===== config.mk =====
export PLATFORM = sky130hd
export DESIGN_NAME = pc_sequencer_flat
export DESIGN_NICKNAME = d
export VERILOG_FILES = /design/src/rtl/pc_sequencer_if.sv /design/src/rtl/pc_sequencer.sv /design/src/flat_wrapper.sv
export SDC_FILE = /design/constraint.sdc
export NUM_CORES = 1
export LEC_CHECK = 0
export BUFFER_PORTS_ARGS = -buffer_cell sky130_fd_sc_hd__buf_2
export CORE_ASPECT_RATIO = 1.2
export CORE_MARGIN = 10
export CORE_UTILIZATION = 30
export CTS_CLUSTER_SIZE = 25
export DETAILED_ROUTE_END_ITERATION = 6
export SETUP_SLACK_MARGIN = 0.2
export SLEW_MARGIN = 30
export SYNTH_ARGS = -nofsm -noshare
export SYNTH_HDL_FRONTEND = slang
export SYNTH_SLANG_ARGS = --single-unit

===== constraint.sdc =====
create_clock -name clock -period 1.65 [get_ports clock]
set_input_delay 0.2475 -clock clock [delete_from_list [all_inputs] [get_ports clock]]
set_output_delay 0.2475 -clock clock [all_outputs]
set_load 0.01 [all_outputs]

===== src/rtl/pc_sequencer_if.sv =====
// Bundles the fetch/multdiv signals of the program-counter sequencer.
// The slave modport belongs to the sequencer. The master modport belongs to
// whatever drives it, meaning the next-PC logic, the decoder and the multdiv
// unit.
interface pc_sequencer_if;
  logic [31:0] next_pc_in;
  logic        is_mult;
  logic        is_div;
  logic        md_ready;
  logic        md_exception;
  logic [31:0] pc;
  logic        ctrl_mult;
  logic        ctrl_div;
  logic        stall;
  logic        md_wren;
  logic        md_error;
  logic        md_timeout;

  modport slave (
    input  next_pc_in, is_mult, is_div, md_ready, md_exception,
    output pc, ctrl_mult, ctrl_div, stall, md_wren, md_error, md_timeout
  );

  modport master (
    output next_pc_in, is_mult, is_div, md_ready, md_exception,
    input  pc, ctrl_mult, ctrl_div, stall, md_wren, md_error, md_timeout
  );
endinterface


===== src/rtl/pc_sequencer.sv =====
// Program-counter register plus the sequencer for the iterative multdiv unit.
// A mult or div instruction pulses the unit's start line and then stalls in
// WAIT. The stall ends when the unit reports ready, which writes the result
// back. It also ends after MD_TIMEOUT cycles, which abandons the instruction.
// Constraints: 2 <= MD_TIMEOUT <= 63 and 2**CNT_W > MD_TIMEOUT.
module pc_sequencer #(
  parameter logic [31:0] RESET_PC   = 32'd0,
  parameter int          MD_TIMEOUT = 40,
  parameter int          CNT_W      = 6
) (
  input  logic          clock,
  input  logic          reset,   // asynchronous, active low
  pc_sequencer_if.slave bus
);

  typedef enum logic {
    ST_RUN  = 1'b0,
    ST_WAIT = 1'b1
  } state_t;

  localparam logic [CNT_W-1:0] CNT_LAST = CNT_W'(MD_TIMEOUT - 1);

  state_t           state, state_nxt;
  logic [CNT_W-1:0] cnt, cnt_nxt;
  logic [31:0]      pc, pc_nxt;

  logic ctrl_mult_c, ctrl_div_c, stall_c, md_wren_c, md_error_c, md_timeout_c;

  // State, wait counter and PC registers.
  always_ff @(posedge clock or negedge reset) begin
    if (!reset) begin
      state <= ST_RUN;
      cnt   <= '0;
      pc    <= RESET_PC;
    end else begin
      // NOTE: non-blocking assignments let every register sample the
      // pre-edge values, so the order of these lines cannot matter.
      state <= state_nxt;
      cnt   <= cnt_nxt;
      pc    <= pc_nxt;
    end
  end

  // Next-state, next-PC and pulse decode.
  always_comb begin
    // NOTE: every output of this block gets a default first, so no path
    // leaves a signal unassigned and no latch is inferred.
    state_nxt    = state;
    cnt_nxt      = cnt;
    pc_nxt       = pc;
    ctrl_mult_c  = 1'b0;
    ctrl_div_c   = 1'b0;
    stall_c      = 1'b0;
    md_wren_c    = 1'b0;
    md_error_c   = 1'b0;
    md_timeout_c = 1'b0;

    unique case (state)
      ST_RUN: begin
        if (bus.is_mult || bus.is_div) begin
          // Mult wins if the decoder flags both.
          ctrl_mult_c = bus.is_mult;
          ctrl_div_c  = bus.is_div & ~bus.is_mult;
          stall_c     = 1'b1;
          state_nxt   = ST_WAIT;
          cnt_nxt     = '0;
        end else begin
          pc_nxt = bus.next_pc_in;
        end
      end

      ST_WAIT: begin
        if (bus.md_ready) begin
          // Ready beats a timeout that falls in the same cycle.
          md_wren_c  = 1'b1;
          md_error_c = bus.md_exception;
          pc_nxt     = bus.next_pc_in;
          state_nxt  = ST_RUN;
        end else if (cnt == CNT_LAST) begin
          // Give up on a hung unit and skip the instruction. Stall stays
          // high so the stale result is never written.
          md_timeout_c = 1'b1;
          stall_c      = 1'b1;
          pc_nxt       = bus.next_pc_in;
          state_nxt    = ST_RUN;
        end else begin
          stall_c = 1'b1;
          cnt_nxt = cnt + 1'b1;
        end
      end

      default: state_nxt = ST_RUN;
    endcase
  end

  // Outputs go quiet while reset is held, even if the decoder flags an
  // instruction.
  assign bus.pc         = pc;
  assign bus.ctrl_mult  = reset & ctrl_mult_c;
  assign bus.ctrl_div   = reset & ctrl_div_c;
  assign bus.stall      = reset & stall_c;
  assign bus.md_wren    = reset & md_wren_c;
  assign bus.md_error   = reset & md_error_c;
  assign bus.md_timeout = reset & md_timeout_c;

endmodule


===== src/flat_wrapper.sv =====
// flat-port wrapper written by rule: the top's interface ports become plain ports
module pc_sequencer_flat 
#(
  parameter logic [31:0] RESET_PC   = 32'd0,
  parameter int          MD_TIMEOUT = 40,
  parameter int          CNT_W      = 6
)
  (clock, reset, bus_next_pc_in, bus_is_mult, bus_is_div, bus_md_ready, bus_md_exception, bus_pc, bus_ctrl_mult, bus_ctrl_div, bus_stall, bus_md_wren, bus_md_error, bus_md_timeout);
  pc_sequencer_if bus_i ();
  input  logic clock;
  input  logic reset;
  input wire logic [$bits(bus_i.next_pc_in)-1:0] bus_next_pc_in;
  input wire logic [$bits(bus_i.is_mult)-1:0] bus_is_mult;
  input wire logic [$bits(bus_i.is_div)-1:0] bus_is_div;
  input wire logic [$bits(bus_i.md_ready)-1:0] bus_md_ready;
  input wire logic [$bits(bus_i.md_exception)-1:0] bus_md_exception;
  output wire logic [$bits(bus_i.pc)-1:0] bus_pc;
  output wire logic [$bits(bus_i.ctrl_mult)-1:0] bus_ctrl_mult;
  output wire logic [$bits(bus_i.ctrl_div)-1:0] bus_ctrl_div;
  output wire logic [$bits(bus_i.stall)-1:0] bus_stall;
  output wire logic [$bits(bus_i.md_wren)-1:0] bus_md_wren;
  output wire logic [$bits(bus_i.md_error)-1:0] bus_md_error;
  output wire logic [$bits(bus_i.md_timeout)-1:0] bus_md_timeout;
  assign bus_i.next_pc_in = bus_next_pc_in;
  assign bus_i.is_mult = bus_is_mult;
  assign bus_i.is_div = bus_is_div;
  assign bus_i.md_ready = bus_md_ready;
  assign bus_i.md_exception = bus_md_exception;
  assign bus_pc = bus_i.pc;
  assign bus_ctrl_mult = bus_i.ctrl_mult;
  assign bus_ctrl_div = bus_i.ctrl_div;
  assign bus_stall = bus_i.stall;
  assign bus_md_wren = bus_i.md_wren;
  assign bus_md_error = bus_i.md_error;
  assign bus_md_timeout = bus_i.md_timeout;
  pc_sequencer #(.RESET_PC(RESET_PC), .MD_TIMEOUT(MD_TIMEOUT), .CNT_W(CNT_W)) u_core (.clock(clock), .reset(reset), .bus(bus_i));
endmodule

==> qor.yml <==
cells_and_area:
  fin_util: 0.5017
  n_antenna_cell: 0
  nNetsFinal: 258
  layout-drive-gt1-share: 0.7000
  area_delta_synth_final_pct: 62.63
  fillers: 471
pwr:
  p_comb_frac: 0.443
  p_switching_mw: 1.179
  power.density_nw_per_um2: 1416
  swShare: 0.3133
  fin_total_pwr_mw: 3.764
  peakVddDrop_mv: 0.8260
  p_int_mw: 2.585
  seqPwrFrac: 0.374
  p_leak_nw: 1.366
  power_frac_clock: 0.184
setup_path:
  criticalPathCategory: "flip-flop to output port"
  crit_chain: "nor3b_2 > nor2b_4 > buf_6 > and4b_1 > buf_2"
  cpMaxStageDelayCell: "dfrtp_1"
  crit_end: "bus_md_timeout"
  crit_path_start: "u_core.cnt[3]$_DFFE_PN0P_"
  crit-reg2reg-launch: "u_core.cnt[1]$_DFFE_PN0P_"
  arrival_ns: 1.53
  reg2reg_depth: 8
  max_stage_delay_ns: 0.39
  startpoint_type: "flip-flop"
  rr_endpoint: "u_core.bus.pc[8]$_DFFE_PN0P_"
  regToRegSetupSlack_ns: -0.12
  critPathRequiredTime_ns: 1.40
  path_max_fanout: 2
  critPathCaptureType: "output port"
sta:
  skew_ns: 0.006916
  final-hold-violation-count: 0
  relSlewSlack: 0.6720
  whs_ns: 0.09029
  setup_tns_ns: -3.260
  fin_ws_ns: -0.1302
  layout_min_cycle_time_ns: 1.780
  setup_viol: 35
  tightest_slew_ns: 0.4920
  fin_crit_sh: 1.079
  max_freq_ghz: 0.5617
  drv_slew: 0
  rsz0062_at_grt: "true"
run_status:
  status: "finished with violations"
  violations: "negative setup slack"
synthesis:
  ys_seq_area_frac: 0.5972
  synth_fa_ha_area_frac: 0.007657
  ys.flop_type: "dfrtp_1"
  synth.avg_cell_area_um2: 14.33
  synth-seq-cells: 39
  synth_cell_types: 28
  yosysTopAreaCell: "dfrtp_1"
  syn-cell-area_um2: 1634
  synthCells: 114
  syn_nets: 153
  synthArstFlopShare: 1.000
  synthSimpleGateAreaFrac: 0.07810
  synth-edff-count: 0
  synth_compound_area_frac: 0.05896
  synthXorXnorAreaFrac: 0.005360
  synthMuxAreaShare: 0.2205
  ys_warn_count: 0
  synth_commonest_cells: "39 x dfrtp_1, 28 x mux2_1"
  synth_top_area_frac: 0.5972
  synth.most_common_cell: "dfrtp_1"
  synthTopCellsByArea: "dfrtp_1 60%, mux2_1 19%, mux2_2 2.8%"
  synth_top_family_by_area: "multiplexers"
place:
  io_buffers: 75
  place_ws_ns: 0.001078
  gp_congestion: 0.7849
  hpwl_mm: 3.190
die:
  die_h_um: 100.8
  die_w_um: 87.37
  core_area_um2: 5298
  die-area_um2: 8811
  ios: 76
  rows: 29
  initial_utilization: 0.3085
clock_network:
  cts_sinks: 39
  clk_latency_ns: 0.29
  cts_tree: "yes"
  cts_hold_buf: 0
  cts_root_buffer: "clkbuf_8"
  cts_made_buffers: 5
  clk_pin_slew_ns: 0.08
  clockBufferDepth: 2
  htree_levels: 2
route:
  via_per_inst: 4.706
  wl_per_cell_um: 16.91
  drt-total-wl_mm: 4.770
  ant_nets: 0
  dr.pass1.iters: 2
  dr_total_vias: 1327
  drt-initial-drc-count: 58
  route.detailed.drc: 0
hold_path:
  min_path_type: "input port to asynchronous set/reset pin"
job:
  drv_cap: 0
grt:
  antenna_found_initial: 0
  grt_pass1_vias: 1489
  grt_max_degree: 40
  grt_overflow: 0
  grt.total_usage: 0.1060
  grt_pass1_wl_mm: 7.431
[repair_timing]
item | in CTS | in global routing
gates cloned | 2 | 2
resized for setup | 43 | 8
pin swaps | 5 | 2
buffers inserted | 12 | 1
setup endpoints to repair | 37 | 43
[critical path: cells and delay by family (launching register included)]
| family | cells | cell delay (ns) |
|---|---|---|
| flops | 1 | 0.39 |
| buf+inv | 2 | 0.23 |
| simple gates | 3 | 0.63 |
[routing by layer]
layer,track usage,vias to the layer above,share of wire,routed length [um]
met4,0.03317,0,0.011,51
met1,0.1236,645,0.43,2047
li1,-,616,-,-
met2,0.1564,60,0.43,2063
met3,0.06634,6,0.13,609
met5,0,-,0,0
[per-stage QoR]
step | instances | area (um2)
final | 282 | 2658
after global routing | 282 | 2658
after CTS | 279 | 2562
after detailed placement | 257 | 2156
after global placement | 257 | 2156
after floorplan | 114 | 1640
[cell usage in the layout (no fill, tap or decap), types with 2 or more instances in the layout]
cell       count
buf_16         2
nor2_1         2
buf_6          6
buf_4         17
buf_12         3
o21ai_0        3
dfrtp_1       39
inv_1          2
buf_2         73
clkbuf_16      2
nand2_1        3
a21oi_1        2
and2_1         2
clkbuf_8       6
mux2_4        32
nand3_1        4
[power groups by stage]
| stage | sequential [mW] | clock (mW) | combinational (mW) |
|---|---|---|---|
| after floorplan | 1.53 | 0 | 0.446 |
| after global placement | 1.39 | 0 | 1.11 |
| after detailed placement | 1.40 | 0 | 1.12 |
| after CTS | 1.40 | 0.721 | 1.57 |
| after global routing | 1.44 | 0.765 | 1.79 |
| final | 1.41 | 0.692 | 1.67 |
[worst min-delay path by stage]
stage | cells after the start | start | end | slack [ns]
global placement | 2 | reset | u_core.cnt[0]$_DFFE_PN0P_ | 0.44
detailed placement | 2 | reset | u_core.bus.pc[18]$_DFFE_PN0P_ | 0.44
finish | 2 | reset | u_core.bus.pc[18]$_DFFE_PN0P_ | 0.09
floorplan | 0 | reset | u_core.bus.pc[0]$_DFFE_PN0P_ | -0.05
global route | 2 | reset | u_core.bus.pc[23]$_DFFE_PN0P_ | 0.13
CTS | 2 | reset | u_core.bus.pc[5]$_DFFE_PN0P_ | 0.12
[sequential cells by signal (all words and copies together), names as in the netlist]
signal and flops:
u_core.cnt 6, u_core.state 1, u_core.bus.pc 32
[cell families (layout without fill, tap and decap cells)]
kind of cell	count (synthesis)	in the layout
multiplexers	32	32
AO/OA/AOI/OAI	13	13
AND/OR/NAND/NOR	21	21
flip-flops	39	39
buffers and inverters	7	113
XOR/XNOR	1	1
adder cells (fa/ha/maj)	1	1
[cell type report]
| type | instances | area (um2) | area share |
|---|---|---|---|
| repair buffers | 103 | 725.7 | 0.2731 |
| well taps | 62 | 77.57 | 0.02919 |
| clock inverters | 2 | 16.27 | 0.006121 |
| clock buffers | 6 | 82.58 | 0.03107 |
| multi-input cells | 68 | 772.0 | 0.2905 |
| inverters | 2 | 7.507 | 0.002825 |
| flip-flops and latches | 39 | 975.9 | 0.3672 |
Power figures use the tool's default switching activity.
